===== config.mk =====
export PLATFORM = sky130hd
export DESIGN_NAME = mul12_recompose_flat
export DESIGN_NICKNAME = d
export VERILOG_FILES = /design/src/rtl/mul12_recompose_if.sv /design/src/rtl/mul12_recompose.sv /design/src/flat_wrapper.sv
export SDC_FILE = /design/constraint.sdc
export NUM_CORES = 1
export LEC_CHECK = 0
export ABC_AREA = 1
export CAP_MARGIN = 5
export CORE_UTILIZATION = 43
export DETAILED_ROUTE_END_ITERATION = 10
export PLACE_DENSITY = 0.83
export SYNTH_ARGS = -nofsm -noshare
export SYNTH_HDL_FRONTEND = slang
export SYNTH_SLANG_ARGS = --single-unit

===== constraint.sdc =====
create_clock -name clk -period 1.6 [get_ports clk]
set_input_delay 0.16 -clock clk [delete_from_list [all_inputs] [get_ports clk]]
set_output_delay 0.16 -clock clk [all_outputs]
set_load 0.05 [all_outputs]

===== src/rtl/mul12_recompose_if.sv =====
// Operand/result handshake bundle for the quotient*radix+remainder recomposer.
interface mul12_recompose_if #(
  parameter int unsigned Q_W   = 3,
  parameter int unsigned R_W   = 4,
  parameter int unsigned OUT_W = 7
);

  logic             in_valid;
  logic             in_ready;
  logic [Q_W-1:0]   in_quot;
  logic [R_W-1:0]   in_rem;
  logic             out_valid;
  logic             out_ready;
  logic [OUT_W-1:0] out_data;
  logic             out_err;

  // Producer of operands and consumer of results.
  modport master (
    output in_valid,
    output in_quot,
    output in_rem,
    output out_ready,
    input  in_ready,
    input  out_valid,
    input  out_data,
    input  out_err
  );

  // The recomposer itself.
  modport slave (
    input  in_valid,
    input  in_quot,
    input  in_rem,
    input  out_ready,
    output in_ready,
    output out_valid,
    output out_data,
    output out_err
  );

endinterface


===== src/rtl/mul12_recompose.sv =====
// Rebuilds a flat index from {quotient, remainder}: out = quot*DIVISOR + rem.
// The multiply is serial shift-add, one quotient bit per clock, so no
// hardware multiplier is needed; arithmetic wraps modulo 2**OUT_W.
module mul12_recompose #(
  parameter int unsigned DIVISOR = 12,
  parameter int unsigned Q_W     = 3,
  parameter int unsigned R_W     = 4,
  parameter int unsigned OUT_W   = 7
) (
  input  logic               clk,
  input  logic               rst,
  mul12_recompose_if.slave   bus,
  output logic               busy
);

  localparam int unsigned CNT_W = (Q_W > 1) ? $clog2(Q_W) : 1;

  typedef enum logic [1:0] {
    IDLE = 2'd0,
    CALC = 2'd1,
    DONE = 2'd2
  } state_e;

  state_e             state_q, state_d;
  logic [OUT_W-1:0]   acc_q,   acc_d;
  logic [Q_W-1:0]     q_sh_q,  q_sh_d;
  logic [CNT_W-1:0]   cnt_q,   cnt_d;
  logic               err_q,   err_d;

  // Shifted divisor term for the current quotient bit position.
  logic [OUT_W-1:0]   addend;
  assign addend = OUT_W'(DIVISOR) << cnt_q;

  // State and datapath registers; reset clears any in-flight result.
  always_ff @(posedge clk) begin
    if (rst) begin
      state_q <= IDLE;
      acc_q   <= '0;
      q_sh_q  <= '0;
      cnt_q   <= '0;
      err_q   <= 1'b0;
    end else begin
      state_q <= state_d;
      acc_q   <= acc_d;
      q_sh_q  <= q_sh_d;
      cnt_q   <= cnt_d;
      err_q   <= err_d;
    end
  end

  // Next-state and datapath update; registers hold unless a state acts.
  always_comb begin
    state_d = state_q;
    acc_d   = acc_q;
    q_sh_d  = q_sh_q;
    cnt_d   = cnt_q;
    err_d   = err_q;
    unique case (state_q)
      IDLE: begin
        // in_ready is high throughout IDLE, so in_valid alone accepts.
        if (bus.in_valid) begin
          acc_d   = OUT_W'(bus.in_rem);
          q_sh_d  = bus.in_quot;
          cnt_d   = '0;
          err_d   = (bus.in_rem >= R_W'(DIVISOR));
          state_d = CALC;
        end
      end
      CALC: begin
        if (q_sh_q[0]) begin
          acc_d = acc_q + addend;
        end
        q_sh_d = q_sh_q >> 1;
        cnt_d  = cnt_q + CNT_W'(1);
        // Always spend exactly Q_W cycles here, even for a zero quotient.
        if (cnt_q == CNT_W'(Q_W - 1)) begin
          state_d = DONE;
        end
      end
      DONE: begin
        // Accumulator is frozen here, keeping out_data/out_err stable.
        if (bus.out_ready) begin
          state_d = IDLE;
        end
      end
      default: begin
        state_d = IDLE;
      end
    endcase
  end

  // Handshake flags decode from the state register only.
  assign bus.in_ready  = (state_q == IDLE);
  assign bus.out_valid = (state_q == DONE);
  assign busy          = (state_q != IDLE);
  assign bus.out_data  = acc_q;
  assign bus.out_err   = err_q;

endmodule


===== src/flat_wrapper.sv =====
// flat-port wrapper written by rule: the top's interface ports become plain ports
module mul12_recompose_flat 
#(
  parameter int unsigned DIVISOR = 12,
  parameter int unsigned Q_W     = 3,
  parameter int unsigned R_W     = 4,
  parameter int unsigned OUT_W   = 7
)
  (clk, rst, busy, bus_in_valid, bus_in_quot, bus_in_rem, bus_out_ready, bus_in_ready, bus_out_valid, bus_out_data, bus_out_err);
  mul12_recompose_if #(.Q_W(Q_W), .R_W(R_W), .OUT_W(OUT_W)) bus_i ();
  input  logic clk;
  input  logic rst;
  output logic busy;
  input wire logic [$bits(bus_i.in_valid)-1:0] bus_in_valid;
  input wire logic [$bits(bus_i.in_quot)-1:0] bus_in_quot;
  input wire logic [$bits(bus_i.in_rem)-1:0] bus_in_rem;
  input wire logic [$bits(bus_i.out_ready)-1:0] bus_out_ready;
  output wire logic [$bits(bus_i.in_ready)-1:0] bus_in_ready;
  output wire logic [$bits(bus_i.out_valid)-1:0] bus_out_valid;
  output wire logic [$bits(bus_i.out_data)-1:0] bus_out_data;
  output wire logic [$bits(bus_i.out_err)-1:0] bus_out_err;
  assign bus_i.in_valid = bus_in_valid;
  assign bus_i.in_quot = bus_in_quot;
  assign bus_i.in_rem = bus_in_rem;
  assign bus_i.out_ready = bus_out_ready;
  assign bus_in_ready = bus_i.in_ready;
  assign bus_out_valid = bus_i.out_valid;
  assign bus_out_data = bus_i.out_data;
  assign bus_out_err = bus_i.out_err;
  mul12_recompose #(.DIVISOR(DIVISOR), .Q_W(Q_W), .R_W(R_W), .OUT_W(OUT_W)) u_core (.clk(clk), .rst(rst), .bus(bus_i), .busy(busy));
endmodule

==> flow_summary.yaml <==
outcome:
  status: "finished with violations"
  violations: "setup timing"
synth:
  ys_seq_area_frac: 0.3243
  yosysTopAreaCellShare: 0.3243
  syn_avg_cell_area_um2: 7.914
  synthCells: 117
  synth_nets: 137
  yosys_warnings: 0
  synth.area.top_cells: "dfxtp_1, nand2_1, ha_1"
  yosysUniqueCellTypes: 25
  yosys.area.top_type: "dfxtp_1"
  synth_seq_cells: 15
  synth_area_um2: 925.9
place:
  placed_cells: 167
  placed_cell_area_mm2: 0.001207
  gp_congestion: 0.8667
  place_ws_ps: -18.43
  numPortBuffers: 21
  dp_hpwl_mm: 1.566
global_routing:
  antenna_found_initial: 0
  grt_pass1_wl_mm: 3.629
  grt_max_degree: 14
  grt_use_total: 0.2040
  overflow: 0
  grt_pass1_vias: 868
clocking:
  cts_num_sinks: 15
  clk_path_buf_depth: 2
  insertion_delay_ps: 300
  cts-root-buf: "clkbuf_4"
  path_clk_slew_ps: 100
  cts_htree_levels: 1
  cts_tree: "built"
  postCtsHoldBufs: 0
  numCtsBuffers: 3
floorplanning:
  initial_core_util: 0.4625
  num_io_pins: 22
  die_y_um: 48.40
  core.rowCount: 16
  die_x_um: 48.40
  die_area_mm2: 0.002343
  coreArea_mm2: 0.002002
worst_setup_path:
  critical_path_class: "reg -> reg"
  cp-start-kind: "flop"
  cp.depth: 8
  ff2ff_path_depth: 8
  crit_arrival_ps: 1900
  worstPathCellList: "inv_4, ha_4, ha_4, fa_2, nand2_1, nand2_1, nand2_2, a21oi_2"
  cp.buffers_inverters: 1
  cp.required_ps: 1850
  worstSetupEndpointType: "flop"
  crit_fanout: 3
  worst_path_dominant_cell_family: "adder cells"
  cpMaxStageDelayCell: "fa_2"
  cp_slowest_stage_delay_ps: 520
routing:
  dr_total_vias: 866
  first_pass_iters: 4
  drc: 0
  drt_iter0_markers: 14
  drt_wl_total_mm: 2.286
  via_per_inst: 4.949
  ant_nets: 0
  avgRoutedWirePerCell_um: 13.06
power:
  p_leak_nw: 0.5664
  power.density_mw_per_mm2: 782.0
  peakVddDrop_mv: 0.4548
timing:
  fin_crit_sh: 1.030
  timing.final.crit_period_ps: 1648
  worst_slack_ps: -48.24
  slew_violations: 0
  holdWs_ps: 440.0
  finalSetupViolCount: 1
  finClkSkew_ps: 7.004
  hold_violations: 0
  worst_pin_slew_ps: 269.3
  fmax_mhz: 606.7
  rsz0062_at_grt: "true"
  slew_headroom: 0.8198
hold_path:
  min_path_type: "in -> reg"
  whs_path_depth: 2
cells_and_area:
  final_cell_mix: "nand2_1, buf_4, dfxtp_1"
  final_common_cell: "nand2_1"
  layout.cells.non_filler: 175
  final_core_util: 0.6538
  drive_gt1_frac: 0.3851
  fin_area_mm2: 0.001309
  area_growth_pct: 41.35
  layout.nets: 169
  diodes: 0
run:
  cap_violations: 0
==> layer usage <==
metal | vias to the layer above | global-route usage | routed length [um]
li1 | 438 | - | -
met1 | 395 | 0.2235 | 976
met2 | 24 | 0.3732 | 1156
met3 | 9 | 0.02830 | 68
met4 | 0 | 0.1176 | 85
met5 | - | 0 | 0
==> power by group <==
part / internal, mW / leakage [nW] / switching, mW
combinational: 0.153 / 0.425 / 0.219
clock: 0.0934 / 0.0177 / 0.137
sequential: 0.398 / 0.124 / 0.0236
total: 0.644 / 0.566 / 0.379
==> cell type report <==
type / count / area (um2)
fillers: 156 / 693.2
multi-input cells: 87 / 600.6
inverters: 14 / 70.07
repair buffers: 28 / 272.8
clock inverters: 1 / 5.005
well taps: 27 / 33.78
flip-flops and latches: 15 / 304.0
clock buffers: 3 / 22.52
==> stage by stage <==
step,total power [mW],setup TNS (ps)
finish,1.023,-48.24
global route,1.070,-152.3
CTS,1.000,0
detailed placement,0.7639,-18.43
global placement,0.7523,0
floorplan,0.6498,0
==> cell usage after synthesis (all sizes together) <==
cell type	count
nand2	38
a21oi	15
dfxtp	15
inv	14
nor2	11
ha	8
nand3	7
nor3	2
o21ai	2
or2	2
buf	1
fa	1
o21bai	1
==> flip-flops by register name, indices dropped and copies added, names as in the netlist <==
name                 flops
u_core.bus.out_err       1
u_core.bus.out_data      7
u_core.q_sh_q            3
u_core.state_q           2
u_core.cnt_q             2
==> final timing paths <==
path	start	end	slack (ps)
setup reg to reg	u_core.cnt_q[0]$_SDFFE_PP0P_	u_core.bus.out_data[3]$_SDFFE_PP0N_	-50
setup / recovery	u_core.cnt_q[0]$_SDFFE_PP0P_	u_core.bus.out_data[3]$_SDFFE_PP0N_	-50
hold reg to reg	u_core.q_sh_q[2]$_SDFFE_PP0P_	u_core.q_sh_q[2]$_SDFFE_PP0P_	480
hold / removal	rst	u_core.bus.out_data[2]$_SDFFE_PP0N_	440
==> worst register-to-register path, cell delays in order, from the launching register on <==
cell	delay (ps)
dfxtp_2	370
inv_4	50
ha_4	160
ha_4	160
fa_2	520
nand2_1	60
nand2_1	100
nand2_2	70
a21oi_2	110
==> timing repair <==
| action | 4_1_cts | 5_1_grt |
|---|---|---|
| setup buffers | 0 | 4 |
| pin swaps | 0 | 9 |
| gates resized for setup | 4 | 7 |
| endpoints found under the setup margin | 2 | 2 |
==> cell families (layout without fill, tap and decap cells) <==
kind of cell,count (synthesis),count (layout),synth area share
adder cells (fa/ha/maj),9,9,0.1297
AND/OR/NAND/NOR,60,60,0.3257
flip-flops,15,15,0.3243
AO/OA/AOI/OAI,18,18,0.1446
buffers and inverters,15,46,0.07567
No activity file was read; power rests on OpenSTA's default activity.
